$ cat config.mk
export PLATFORM = sky130hd
export DESIGN_NAME = nn_argmax_seq
export DESIGN_NICKNAME = d
export VERILOG_FILES = /design/src/rtl/nn_pkg.sv /design/src/rtl/float32_gt.sv /design/src/rtl/nn_argmax_seq.sv
export SDC_FILE = /design/constraint.sdc
export NUM_CORES = 1
export LEC_CHECK = 0
export BUFFER_PORTS_ARGS = -buffer_cell sky130_fd_sc_hd__buf_4
export CORE_ASPECT_RATIO = 1.75
export CORE_MARGIN = 2
export CORE_UTILIZATION = 35
export CTS_BUF_LIST = sky130_fd_sc_hd__clkbuf_16
export DETAILED_ROUTE_END_ITERATION = 8
export SLEW_MARGIN = 20
export SYNTH_ARGS = -nofsm -noshare
export SYNTH_HDL_FRONTEND = slang
export SYNTH_SLANG_ARGS = --single-unit
$ cat constraint.sdc
create_clock -name clk -period 34.8 [get_ports clk]
set_input_delay 3.48 -clock clk [delete_from_list [all_inputs] [get_ports clk]]
set_output_delay 3.48 -clock clk [all_outputs]
set_load 0.03 [all_outputs]
$ cat src/rtl/nn_pkg.sv
// nn_pkg: shared float32 constants, argmax FSM state type and IEEE-754 field helpers.
package nn_pkg;
   localparam int FLOAT_W = 32;
   localparam logic [7:0] EXP_MAX = 8'hFF;
   typedef enum logic [1:0] {IDLE, SCAN, DONE} argmax_state_t;
   function automatic logic [7:0] f32_exp(input logic [FLOAT_W-1:0] x);
      return x[30:23];
   endfunction
   function automatic logic [22:0] f32_man(input logic [FLOAT_W-1:0] x);
      return x[22:0];
   endfunction
   function automatic logic [30:0] f32_mag(input logic [FLOAT_W-1:0] x);
      return x[30:0];
   endfunction
   function automatic logic f32_is_nan(input logic [FLOAT_W-1:0] x);
      return f32_exp(x) == EXP_MAX && f32_man(x) != '0;
   endfunction
endpackage

$ cat src/rtl/float32_gt.sv
// float32_gt: combinational float32 "a > b" treating -0 and +0 as equal.
// ARGMAX_NAN_CHECK_EN adds a_nan/b_nan flags.
module float32_gt
   import nn_pkg::*;
(
   input logic [FLOAT_W-1:0] a,
   input logic [FLOAT_W-1:0] b,
   output logic gt
`ifdef ARGMAX_NAN_CHECK_EN
   , output logic a_nan
   , output logic b_nan
`endif
);
   logic [30:0] am, bm;
   assign am = f32_mag(a);
   assign bm = f32_mag(b);
   assign gt = (am == '0 && bm == '0) ? 1'b0 :
               (a[31] != b[31]) ? !a[31] :
               a[31] ? am < bm : am > bm;
`ifdef ARGMAX_NAN_CHECK_EN
   assign a_nan = f32_is_nan(a);
   assign b_nan = f32_is_nan(b);
`endif
endmodule

$ cat src/rtl/nn_argmax_seq.sv
// nn_argmax_seq: snapshots a float32 vector on done_in rising edge and scans one element per clock for the argmax.
// ARGMAX_NAN_CHECK_EN makes NaNs ineligible and adds the nan_seen output.
module nn_argmax_seq
   import nn_pkg::*;
#(
   parameter int SIZE = 10,
   localparam int IDX_W = SIZE > 1 ? $clog2(SIZE) : 1
) (
   input logic clk,
   input logic rst,
   input logic [FLOAT_W*SIZE-1:0] data,
   input logic done_in,
   output logic [IDX_W-1:0] class_idx,
   output logic [FLOAT_W-1:0] max_value,
   output logic valid,
   output logic busy
`ifdef ARGMAX_NAN_CHECK_EN
   , output logic nan_seen
`endif
);
   argmax_state_t state;
   logic done_q, trig, gt, take, last;
   logic [FLOAT_W*SIZE-1:0] snap;
   logic [FLOAT_W-1:0] best, cand, nb;
   logic [IDX_W-1:0] best_idx, i, nb_idx;
   assign trig = done_in && !done_q;
   assign cand = snap[FLOAT_W*i +: FLOAT_W];
   assign last = i == IDX_W'(SIZE - 1);
`ifdef ARGMAX_NAN_CHECK_EN
   logic cand_nan, best_nan, nan_acc;
   float32_gt u_gt (.a(cand), .b(best), .gt(gt), .a_nan(cand_nan), .b_nan(best_nan));
   // A NaN best means no real element has been seen yet, so any real candidate seeds it.
   assign take = !cand_nan && (best_nan || gt);
`else
   float32_gt u_gt (.a(cand), .b(best), .gt(gt));
   assign take = gt;
`endif
   assign nb = take ? cand : best;
   assign nb_idx = take ? i : best_idx;
   assign valid = state == DONE;
   assign busy = state != IDLE;
   always_ff @(posedge clk) begin
      if (rst) begin
         state <= IDLE;
         done_q <= 1'b0;
         class_idx <= '0;
         max_value <= '0;
`ifdef ARGMAX_NAN_CHECK_EN
         nan_seen <= 1'b0;
`endif
      end else begin
         done_q <= done_in;
         if (state == IDLE && trig) begin
            snap <= data;
            best <= data[FLOAT_W-1:0];
            best_idx <= '0;
            i <= IDX_W'(1);
            state <= SIZE == 1 ? DONE : SCAN;
`ifdef ARGMAX_NAN_CHECK_EN
            nan_acc <= f32_is_nan(data[FLOAT_W-1:0]);
`endif
            if (SIZE == 1) begin
               class_idx <= '0;
               max_value <= data[FLOAT_W-1:0];
`ifdef ARGMAX_NAN_CHECK_EN
               nan_seen <= f32_is_nan(data[FLOAT_W-1:0]);
`endif
            end
         end else if (state == SCAN) begin
            best <= nb;
            best_idx <= nb_idx;
            i <= i + 1'b1;
`ifdef ARGMAX_NAN_CHECK_EN
            nan_acc <= nan_acc | cand_nan;
`endif
            // Results land on the same edge as the final compare so they are current while valid is high.
            if (last) begin
               state <= DONE;
               class_idx <= nb_idx;
               max_value <= nb;
`ifdef ARGMAX_NAN_CHECK_EN
               nan_seen <= nan_acc | cand_nan;
`endif
            end
         end else if (state == DONE) begin
            state <= IDLE;
         end
      end
   end
endmodule

# Word-level counts from Yosys, hierarchy flattened
# Cells that the tools add are included.
dict set report op_classes {
  addsub 1
  n_eq_ne 6
  n_reduce_logical 18
  shifts 1
  n_mux 13
  bitwise 2
  magnitude_cmp 2
}
# operator n
set ops {}
lappend ops {{$shiftx A320 B10 Y32} 1}
lappend ops {{$mux W32} 3}
lappend ops {{$logic_not A31 Y1} 2}
lappend ops {{$gt A31 B31 Y1} 1}
lappend ops {{$lt A31 B31 Y1} 1}
lappend ops {{$mux W4} 3}
lappend ops {{$reduce_and A2 Y1} 4}
lappend ops {{$mux W2} 3}
lappend ops {{$reduce_bool A2 Y1} 3}
lappend ops {{$add A4 B1 Y4 const B} 1}
lappend ops {{$eq A4 B4 Y1 const B} 1}
lappend ops {{$mux W1} 4}
lappend ops {{$logic_and A1 B1 Y1} 3}
lappend ops {{$ne A3 B3 Y1 const B} 1}
lappend ops {{$reduce_and A3 Y1} 1}
lappend ops {{$reduce_bool A3 Y1} 1}
lappend ops {{$eq A2 B1 Y1 const B} 1}
lappend ops {{$eq A2 B2 Y1 const B} 1}
lappend ops {{$logic_not A1 Y1} 2}
lappend ops {{$logic_not A2 Y1} 1}
lappend ops {{$ne A2 B2 Y1 const B} 1}
lappend ops {{$not A1 Y1} 2}
lappend ops {{$reduce_or A2 Y1} 1}
lappend ops {{$ne A1 B1 Y1} 1}
dict set report word_totals {
  word_cells 52
  regBits 399
}

# Longest topological paths before layout
dict set report logic_depth {
  word_depth 8
  depth_mapped 19
  depth_no_buf 13
}

# By module
# A second synthesis with hierarchy kept.
dict set report hier_totals {
  cells_unflattened 1131
  area_unflattened_um2 16697.3
}
# mod cells_per_inst instances seq_area_each_um2 area_each_um2
set modules_own_cells {}
lappend modules_own_cells {nn_argmax_seq 996 1 11591.1 15750.1}
lappend modules_own_cells {float32_gt 135 1 0.0 947.2}

# Least setup slack after synthesis
# Ideal clock, no wire load.
dict set report synth_timing {
  kind {input to register}
  start {input done_in}
  end {register snap[0], enable pin}
  arrival_time_ps 17315
  setup_ps 1008
  required_ps 33792
  path_buffers 1
  slack_ps 16477
  cell_stages 3
  path_cell_list {or3b_2 clkbuf_1 nor2_1}
}
dict set report synth_between {
  elab_chain_len 3
}
# element line
set synth_rtl {}
lappend synth_rtl {{start, declared} nn_argmax_seq.sv:12} ;# input logic done_in,
lappend synth_rtl {{$logic_and A1 B1 Y1} nn_argmax_seq.sv:26} ;# assign trig = done_in && !done_q;
lappend synth_rtl {{$logic_and A1 B1 Y1} nn_argmax_seq.sv:53} ;# if (state == IDLE && trig) begin
lappend synth_rtl {{$reduce_and A2 Y1 (no line)} n/a}
lappend synth_rtl {{end signal, assigned} nn_argmax_seq.sv:54} ;# snap <= data;
lappend synth_rtl {{end, declared} nn_argmax_seq.sv:23} ;# logic [FLOAT_W*SIZE-1:0] snap;
# Every way passes these cells.
# A chain may end at the register's enable or synchronous reset.

# Final worst setup path
dict set report layout_timing {
  start {register i[0]}
  end {register best[0] (data pin)}
}
dict set report layout_between {
  elab_chain_len 8
  elab_cells_between_ends 13
  classes_between {2 x order compare; 1 x eq/ne; 1 x shift; 6 x mux; 3 x reduce/logical}
}
# element line
set layout_rtl {}
lappend layout_rtl {{start, declared} nn_argmax_seq.sv:25} ;# logic [IDX_W-1:0] best_idx, i, nb_idx;
lappend layout_rtl {{start signal, assigned} nn_argmax_seq.sv:72} ;# i <= i + 1'b1;
lappend layout_rtl {{$shiftx A320 B10 Y32 (*)} nn_argmax_seq.sv:27} ;# assign cand = snap[FLOAT_W*i +: FLOAT_W];
lappend layout_rtl {{$gt A31 B31 Y1 or $lt A31 B31 Y1 (tied branches)} float32_gt.sv:19} ;# a[31] ? am < bm : am > bm;
lappend layout_rtl {{$mux W1} float32_gt.sv:19}
lappend layout_rtl {{$mux W1} float32_gt.sv:18} ;# (a[31] != b[31]) ? !a[31] :
lappend layout_rtl {{$mux W1} float32_gt.sv:17} ;# assign gt = (am == '0 && bm == '0) ? 1'b0 :
lappend layout_rtl {{$mux W32 (*)} nn_argmax_seq.sv:38} ;# assign nb = take ? cand : best;
lappend layout_rtl {{$mux W32 (*)} nn_argmax_seq.sv:69} ;# end else if (state == SCAN) begin
lappend layout_rtl {{$mux W32 (*)} nn_argmax_seq.sv:53}
lappend layout_rtl {{end signal, assigned} nn_argmax_seq.sv:55} ;# best <= data[FLOAT_W-1:0];
lappend layout_rtl {{end signal, assigned} nn_argmax_seq.sv:70} ;# best <= nb;
lappend layout_rtl {{end, declared} nn_argmax_seq.sv:24} ;# logic [FLOAT_W-1:0] best, cand, nb;
# Mark *: on every way between the ends. The rest lies on a longest branch, timed or not. The select of a mux whose other input is x is not followed.

==> qor.yml <==
status: "finished, final reports clean"
cts_buffer_depth: 3
via_per_inst: 5.31
yosysUniqueCellTypes: 66
cts_sinks: 399
min_period_ns: 6.30
antenna_found_initial: 4
fin_crit_sh_pct: 18.1
hold_slack_ns: 0.507
clkPwrFrac_pct: 36.7
wl_per_cell_um: 24.1
synth_commonest_cells: "edfxtp_1 (360), nor2_1 (100), nand4_1 (74)"
die_x_um: 177
drc: 0
nFillCells: 4890
yosysTopAreaCellShare_pct: 58.8
fin_ws_ns: 28.50
cts_buffers: 39
synthToLayoutAreaGrowth_pct: 24.3
chipHeight_um: 307
synthTopCellsByArea: "edfxtp_1 (59%), dfxtp_1 (4.2%), o311ai_2 (2.8%), mux4_2 (2.8%), nand4_1 (2.5%)"
maxSlewViolCount: 0
nNetsFinal: 1944
hold_viol: 0
placedCellCount: 2224
vdd_drop_max_v: 0.0000426
crit_arrival_ns: 6.59
slew_headroom_pct: 21.8
critPathKind: "flip-flop to flip-flop"
synth_area_leader_cell: "edfxtp_1"
initial_utilization_pct: 35.2
num_rows: 111
postRouteAntennaNets: 0
drtIter0Drc: 960
num_vias: 12203
yosysSeqAreaShare_pct: 63.0
synth-main-ff-cell: "edfxtp_1"
p_leak_nw: 8.58
wirelength_um: 55300
grt_max_degree: 204
clock-root-buffer: "clkbuf_16"
die-area_mm2: 0.0545
switching_share_pct: 25.2
path_clk_slew_ns: 0.06
cp-end-kind: "flip-flop"
grt-ovfl-total: 0
async_flop_share_pct: 0
rsz0062_at_grt: "no"
drive_above_1_share_pct: 35.9
final_cells: 2299
drt_pass1_iterations: 5
clock_skew_ns: 0.0124
drv_cap: 0
cts_setup_buffers: 0
switchingPower_w: 0.000291
post-place-ws_ns: 28.29
cts_hold_buf: 0
finalSetupTns_ns: 0
synth_edf_count: 360
core-area_mm2: 0.0522
yosys_warnings: 0
clkLatencyLatePin_ns: 0.54
syn_area_mm2: 0.0184
grt_pass1_vias: 12638
finalPower_w: 0.00115
cts_tree: "built"
finalSetupViolations: 0
syn_inst: 1264
worstMarginPinSlew_ns: 1.17
grt_pass1_wl_um: 79800
p_comb_share_pct: 14.7
pwr-share-seq_pct: 48.5
grt_usage_pct: 19.9
startpoint_type: "flip-flop"
cts_max_level: 2
cts-resized-gates: 0
p_int_w: 0.000863
hp-class: "flip-flop to flip-flop"
ioPinCount: 361
port_buffers: 360
clock.fmax_mhz: 159
place_hpwl_um: 40400
post_synth.cell_area_avg_um2: 14.6
cp.required_ns: 35.09
synth_nets: 1620
yosysMostFrequentCell: "edfxtp_1"
place_congestion: 0.886
powerDensity_mw_per_mm2: 50.5
cp_max_fo: 161
ys_ff_latch: 399
per-stage QoR:
stage | util [%] | instance area [µm²]
2_1_floorplan | - | 18400
3_3_place_gp | 41.3 | 21600
3_5_place_dp | 41.3 | 21600
4_1_cts | 43.7 | 22800
5_1_grt | 43.8 | 22900
6_report | 43.8 | 22900
layout by cell type, fill, tap and decap left out, types with 5 or more instances in the layout:
master,count
mux2_1,6
a21oi_1,14
nor2_1,99
mux2_2,29
o311ai_4,10
inv_1,69
dfxtp_1,39
mux2i_1,12
o32a_2,8
o22ai_1,13
mux2_4,10
o311ai_2,32
nor2b_1,46
buf_4,377
o311ai_1,17
nand4_1,74
o41a_1,10
o21ai_0,9
nand2_1,62
ha_1,33
clkinv_2,5
clkbuf_16,41
mux4_1,8
nor4_1,10
a211oi_1,44
mux4_2,23
o41a_2,9
nand2b_1,34
nand3b_1,32
edfxtp_1,360
clkinv_1,8
metal layers:
| metal | track usage (%) | share of wire [%] | vias up |
|---|---|---|---|
| met5 | 0 | 0.014 | - |
| met4 | 8.35 | 4.0 | 2 |
| met3 | 3.41 | 5.3 | 96 |
| met2 | 35.6 | 53 | 454 |
| met1 | 23.3 | 38 | 6059 |
| li1 | - | - | 5592 |
flip-flops by register name, summed over array words and instances (netlist names):
register,flops
done_q,1
snap,320
i,4
max_value,32
best_idx,4
class_idx,4
state,2
best,32
final cells by class:
type | count | area [µm²] | area share [%]
Antenna cell | 3 | 7.51 | 0.0328
Multi-Input combinational cell | 705 | 6030 | 26.4
Sequential cell | 399 | 11600 | 50.7
Timing Repair Buffer | 381 | 2890 | 12.7
Clock buffer | 41 | 1030 | 4.49
Clock inverter | 30 | 239 | 1.05
Tap cell | 678 | 848 | 3.71
Inverter | 62 | 233 | 1.02
cells by family after synthesis:
kind of cell	Yosys count	share of synthesized area (%)
multiplexers	88	7.57
AND/OR/NAND/NOR	388	11.5
AO/OA/AOI/OAI	194	11.0
flip-flops	399	63.0
adder cells (fa/ha/maj)	33	2.24
XOR/XNOR	2	0.0953
buffers and inverters	160	4.54
worst max-delay path, stage by stage (launching register included):
cell and delay [ns]:
edfxtp_1 1.00, buf_12 0.57, mux4_2 0.60, nor2_1 0.11, o32a_2 0.24, inv_1 0.06
ha_1 0.28, and2_0 0.18, a221o_1 0.31, a221oi_1 0.33, o21ai_0 0.22, and2_1 0.23
a221oi_4 0.40, buf_6 0.27, buf_4 0.41, a31oi_1 0.15, a221o_1 0.27
power by group through the flow:
stage / clock network (W) / logic, W / registers, W
2_1_floorplan: 0 / 0.000104 / 0.000575
3_3_place_gp: 0 / 0.000166 / 0.000569
3_5_place_dp: 0 / 0.000169 / 0.000570
4_1_cts: 0.000436 / 0.000170 / 0.000560
5_1_grt: 0.000451 / 0.000183 / 0.000561
6_report: 0.000424 / 0.000170 / 0.000560
path summary, 6_finish.rpt:
kind / from / endpoint / slack (ns) / cells after the start
hold reg to reg: class_idx[2] / class_idx[2] / 0.51 / 2
setup / recovery: i[0] / best[0] / 28.50 / 16
hold / removal: class_idx[2] / class_idx[2] / 0.51 / 2
setup reg to reg: i[0] / best[0] / 28.50 / 16
Power figures use the tool's default switching activity.
